`src/rtl/mips_pkg.sv`:
```
// Shared types and widths for the MIPS instruction-memory boot loader.
// Imported by the loader FSM and its byte-to-word packer.
package mips_pkg;

    localparam int MIPS_WORD_W = 32;
    localparam int LOAD_CNT_W  = 16;

    typedef enum logic [2:0] {
        LD_IDLE   = 3'd0,
        LD_HDR_HI = 3'd1,
        LD_HDR_LO = 3'd2,
        LD_DATA   = 3'd3,
        LD_WRITE  = 3'd4,
        LD_DONE   = 3'd5,
        LD_ERR    = 3'd6
    } ld_state_e;

endpackage

```
`src/rtl/mips_word_packer.sv`:
```
// Packs four stream bytes, MSB first, into one 32-bit instruction word.
// word_full flags the shift that completes the word.
module mips_word_packer
    import mips_pkg::*;
(
    input  logic                   clock,
    input  logic                   reset_n,
    input  logic                   clear,
    input  logic                   shift_en,
    input  logic [7:0]             byte_in,
    output logic [MIPS_WORD_W-1:0] word,
    output logic                   word_full
);

    logic [1:0] byte_idx;

    assign word_full = shift_en && (byte_idx == 2'd3);

    always_ff @(posedge clock or negedge reset_n) begin
        if (!reset_n) begin
            word     <= '0;
            byte_idx <= '0;
        end else if (clear) begin
            word     <= '0;
            byte_idx <= '0;
        end else if (shift_en) begin
            word     <= {word[MIPS_WORD_W-9:0], byte_in};
            byte_idx <= byte_idx + 2'd1;
        end
    end

endmodule

```
`src/rtl/mips_imem_loader.sv`:
```
// Boot-time instruction-memory writer: header word count, then packed words
// written to consecutive addresses while the core is held at PC 0.
module mips_imem_loader
    import mips_pkg::*;
#(
    parameter int ADDR_WIDTH = 10
) (
    input  logic                   clock,
    input  logic                   reset_n,
    input  logic                   start,
    input  logic [7:0]             in_data,
    input  logic                   in_valid,
    output logic                   in_ready,
    output logic                   mem_we,
    output logic [ADDR_WIDTH-1:0]  mem_addr,
    output logic [MIPS_WORD_W-1:0] mem_wdata,
    output logic                   core_hold,
    output logic                   done,
    output logic                   error,
    output logic [LOAD_CNT_W-1:0]  words_loaded
);

    localparam int unsigned MAX_WORDS = 32'd1 << ADDR_WIDTH;

    ld_state_e             state;
    ld_state_e             state_nxt;
    logic [7:0]            n_hi;
    logic [LOAD_CNT_W-1:0] n_words;
    logic [LOAD_CNT_W-1:0] n_rx;
    logic [LOAD_CNT_W-1:0] wl_inc;
    logic                  xfer;
    logic                  start_ok;
    logic                  pk_clear;
    logic                  pk_shift;
    logic                  pk_full;

    assign xfer     = in_valid & in_ready;
    assign start_ok = start && (state == LD_IDLE ||
                                state == LD_DONE ||
                                state == LD_ERR);
    assign n_rx     = {n_hi, in_data};
    assign wl_inc   = words_loaded + 16'd1;
    assign pk_shift = xfer && (state == LD_DATA);
    assign pk_clear = start_ok || (state == LD_WRITE);

    mips_word_packer u_packer (
        .clock     (clock),
        .reset_n   (reset_n),
        .clear     (pk_clear),
        .shift_en  (pk_shift),
        .byte_in   (in_data),
        .word      (mem_wdata),
        .word_full (pk_full)
    );

    always_comb begin
        state_nxt = state;
        case (state)
            LD_IDLE, LD_DONE, LD_ERR:
                if (start_ok) state_nxt = LD_HDR_HI;
            LD_HDR_HI:
                if (xfer) state_nxt = LD_HDR_LO;
            LD_HDR_LO:
                if (xfer) begin
                    if (n_rx == '0)
                        state_nxt = LD_DONE;
                    else if (32'(n_rx) > MAX_WORDS)
                        state_nxt = LD_ERR;
                    else
                        state_nxt = LD_DATA;
                end
            LD_DATA:
                if (pk_full) state_nxt = LD_WRITE;
            LD_WRITE:
                state_nxt = (wl_inc == n_words) ? LD_DONE : LD_DATA;
            default:
                state_nxt = LD_IDLE;
        endcase
    end

    // Outputs are decoded from the next state so each one is a plain flop.
    always_ff @(posedge clock or negedge reset_n) begin
        if (!reset_n) begin
            state        <= LD_IDLE;
            in_ready     <= 1'b0;
            mem_we       <= 1'b0;
            core_hold    <= 1'b1;
            done         <= 1'b0;
            error        <= 1'b0;
            n_hi         <= '0;
            n_words      <= '0;
            words_loaded <= '0;
            mem_addr     <= '0;
        end else begin
            state     <= state_nxt;
            in_ready  <= (state_nxt == LD_HDR_HI) ||
                         (state_nxt == LD_HDR_LO) ||
                         (state_nxt == LD_DATA);
            mem_we    <= (state_nxt == LD_WRITE);
            core_hold <= (state_nxt != LD_DONE);
            done      <= (state_nxt == LD_DONE);
            error     <= (state_nxt == LD_ERR);
            if (state == LD_HDR_HI && xfer)
                n_hi <= in_data;
            if (start_ok)
                n_words <= '0;
            else if (state == LD_HDR_LO && xfer)
                n_words <= n_rx;
            if (start_ok) begin
                words_loaded <= '0;
                mem_addr     <= '0;
            end else begin
                if (state == LD_WRITE)
                    words_loaded <= wl_inc;
                if (state_nxt == LD_WRITE)
                    mem_addr <= words_loaded[ADDR_WIDTH-1:0];
            end
        end
    end

endmodule

```
`config.mk`:
```
export PLATFORM = sky130hd
export DESIGN_NAME = mips_imem_loader
export DESIGN_NICKNAME = d
export VERILOG_FILES = /design/src/rtl/mips_pkg.sv /design/src/rtl/mips_word_packer.sv /design/src/rtl/mips_imem_loader.sv
export SDC_FILE = /design/constraint.sdc
export NUM_CORES = 1
export LEC_CHECK = 0
export CORE_MARGIN = 2
export CORE_UTILIZATION = 35
export DETAILED_ROUTE_END_ITERATION = 12
export PLACE_DENSITY_LB_ADDON = 0.1
export SYNTH_ARGS = -nofsm -noshare
export SYNTH_HDL_FRONTEND = slang
export SYNTH_HIERARCHICAL = 1
export SYNTH_SLANG_ARGS = --single-unit
export TNS_END_PERCENT = 5
```
`constraint.sdc`:
```
create_clock -name clock -period 5.2 [get_ports clock]
set_input_delay 1.3 -clock clock [delete_from_list [all_inputs] [get_ports clock]]
set_output_delay 1.3 -clock clock [all_outputs]
set_load 0.02 [all_outputs]
```
==> results.yml <==
sta:
  worstMarginPinSlew_ns: 1.06
  finalHoldViolCount: 0
  setup_viol: 0
  fmax_ghz: 0.317
  drv_slew: 0
  finalCritPeriodShare: 0.607
  min_period_ns: 3.16
  whs_ns: 0.525
  rsz0062_at_grt: "false"
  fin_skew_ns: 0.00563
  max-slew-margin-rel: 0.293
  finalSetupTns_ns: 0
cts:
  htreeDepth: 3
  path_clk_slew_ns: 0.07
  cts_tree: "built"
  clk_latency_ns: 0.35
  numCtsBuffers: 9
  post_cts_buffers: 0
  postCtsHoldBufs: 0
  clockRootBuffer: "clkbuf_16"
  cts.path.max_buffers: 2
  cts_resized: 0
  clkSinkCount: 92
global_routing:
  grt_use_total: 0.161
  grt_first_pass_wirelength_um: 18000
  gr-total-overflow: 0
  antenna_found_initial: 0
  grt_pass1_vias: 3368
  grt_max_degree: 71
cells_and_area:
  layout_commonest_cell: "dfrtp_1"
  nets: 531
  syn_to_final_growth_pct: 25.2
  drive_above_1_share: 0.0996
  diodes: 0
  design_area_mm2: 0.00575
  final_cell_mix: "dfrtp_1 (91), nor2_1 (74), clkdlybuf4s50_1 (73), mux2i_1 (50), nand2_1 (46)"
place:
  place.gp.congestion: 0.800
  dpl_cell_area_mm2: 0.00544
  hpwl_um: 7540
  numPortBuffers: 74
route:
  route.detailed.drc: 0
  dr.pass1.iters: 4
  first_iter_violations: 244
  vias: 3442
  wl_um: 10800
  wire_per_inst_um: 15.5
  drtAntennaViolNets: 0
  routed_via_density: 4.96
die:
  die_area_mm2: 0.0140
  floorplan.initialDensity: 0.361
  core_mm2: 0.0127
  dieHeight_um: 119
  rows: 41
  die_w_um: 119
  ios: 75
synth:
  yosysUniqueCellTypes: 60
  synth.area.top_cells: "dfrtp_1 (50%), mux2i_1 (11%), nor2_1 (6.1%), o21ai_0 (4.0%), nand2_1 (3.8%)"
  syn_inst: 453
  synth_top_area_frac: 0.496
  syn_nets: 467
  synth_enable_flop_cells: 0
  syn_area_per_cell_um2: 10.1
  yosysWarnings: 6
  ys_seq_area_frac: 0.502
  synthFlopType: "dfrtp_1"
  synth_area_mm2: 0.00459
  ys_async_sr_fraction: 1.00
  ys_seq_elements: 92
  synth.largest_area_cell: "dfrtp_1"
power_and_ir_drop:
  p_sw_uw: 932
  p_per_area_mw_per_mm2: 450
  p_leak_nw: 2.42
  power_frac_clock: 0.261
  p_comb_frac: 0.334
  pwr-share-seq: 0.405
  peakVddDrop_uv: 176
  swShare: 0.361
  power.internal_mw: 1.65
critical_path:
  rr_endpoint: "in_ready"
  path_max_fanout: 34
  crit_required_ns: 5.39
  path_class: "input port to flop"
  critPathLaunch: "start"
  r2r_slack_ns: 2.32
  reg2reg_depth: 8
  crit_end: "u_packer/word[24]"
  endpoint_kind: "flop"
  crit_arrival_ns: 3.35
  reg2reg_from: "words_loaded[0]"
  critical_path.startpoint_type: "input port"
worst_hold_path:
  whs_path_depth: 2
  hp-class: "flop to flop"
flow_run:
  max_cap_viol_count: 0
run_status:
  status: "complete, no violations"
critical path: stages:
cell and delay, ns:
clkdlybuf4s50_1 0.55, a21boi_2 0.18, buf_4 0.30, nor2_1 0.09, inv_1 0.77, nor2_1 0.12
routing by layer:
metal  wire, um  vias up  global-route usage
met4        166        0              0.0603
met1       5090     1651               0.219
li1           -     1704                   -
met3        455       11              0.0338
met2       5060       76               0.252
met5          0        -                   0
synth_stat cells, drive strengths merged, types with 2 or more instances:
master	n
buf	11
clkbuf	17
a2111oi	2
nor4b	2
or3	5
xor2	7
nand4	5
nor3	5
and3	6
nand3	11
or4	2
ha	2
a31oi	3
nand2	46
inv	7
dfrtp	91
nor4	4
nand2b	4
a21oi	12
nor2b	3
xnor2	11
o21ai	37
nor2	75
mux2i	50
nand3b	2
a21boi	2
mux2	10
o31ai	3
worst min path at each step:
| stage | slack [ns] | end | startpoint |
|---|---|---|---|
| 3_5_place_dp | 0.51 | u_packer/word[31] | u_packer/word[31] |
| 3_3_place_gp | 0.51 | u_packer/word[24] | u_packer/word[24] |
| 4_1_cts | 0.53 | u_packer/word[31] | u_packer/word[31] |
| 5_1_grt | 0.56 | n_hi[6] | n_hi[6] |
| 6_report | 0.53 | u_packer/word[31] | u_packer/word[31] |
| 2_1_floorplan | 0.49 | u_packer/byte_idx[1] | u_packer/byte_idx[1] |
logic make-up (layout without fill, tap and decap cells):
group,after synthesis,count (layout),synth area share
AO/OA/AOI/OAI,69,69,0.0946
XOR/XNOR,18,18,0.0360
adder cells (fa/ha/maj),3,3,0.00763
buffers and inverters,35,104,0.0433
flip-flops,92,92,0.502
multiplexers,60,60,0.134
AND/OR/NAND/NOR,176,176,0.183
flip-flops by register name, summed over array words and instances, names as in the netlist, 2 cells and up:
name               count
n_words               16
state                  3
u_packer/byte_idx      2
words_loaded          16
n_hi                   8
u_packer/word         32
mem_addr              10
power by group through the flow:
stage	sequential (mW)	combinational (mW)	clock, mW
3_5_place_dp	1.06	0.873	0
5_1_grt	1.08	0.957	0.731
3_3_place_gp	1.06	0.858	0
2_1_floorplan	1.06	0.578	0
6_report	1.05	0.863	0.676
4_1_cts	1.05	0.877	0.699
metrics by stage:
| step | setup slack (ns) | power (mW) | utilization | instances |
|---|---|---|---|---|
| 5_1_grt | 1.81 | 2.76 | 0.452 | 694 |
| 3_5_place_dp | 1.63 | 1.94 | 0.428 | 678 |
| 3_3_place_gp | 1.69 | 1.92 | 0.428 | 678 |
| 6_report | 2.04 | 2.59 | 0.452 | 694 |
| 4_1_cts | 2.01 | 2.63 | 0.452 | 694 |
| 2_1_floorplan | 2.33 | 1.64 | - | 453 |
area by class of cell:
cell class | count | area, um2
clock buffer | 10 | 239
sequential | 92 | 2300
inverter | 7 | 26.3
timing repair buffer | 81 | 791
tap | 172 | 215
clock inverter | 6 | 68.8
multi-input combinational | 326 | 2100
fill | 1282 | 6980
Note: power is estimated with default switching activity, not from simulation.
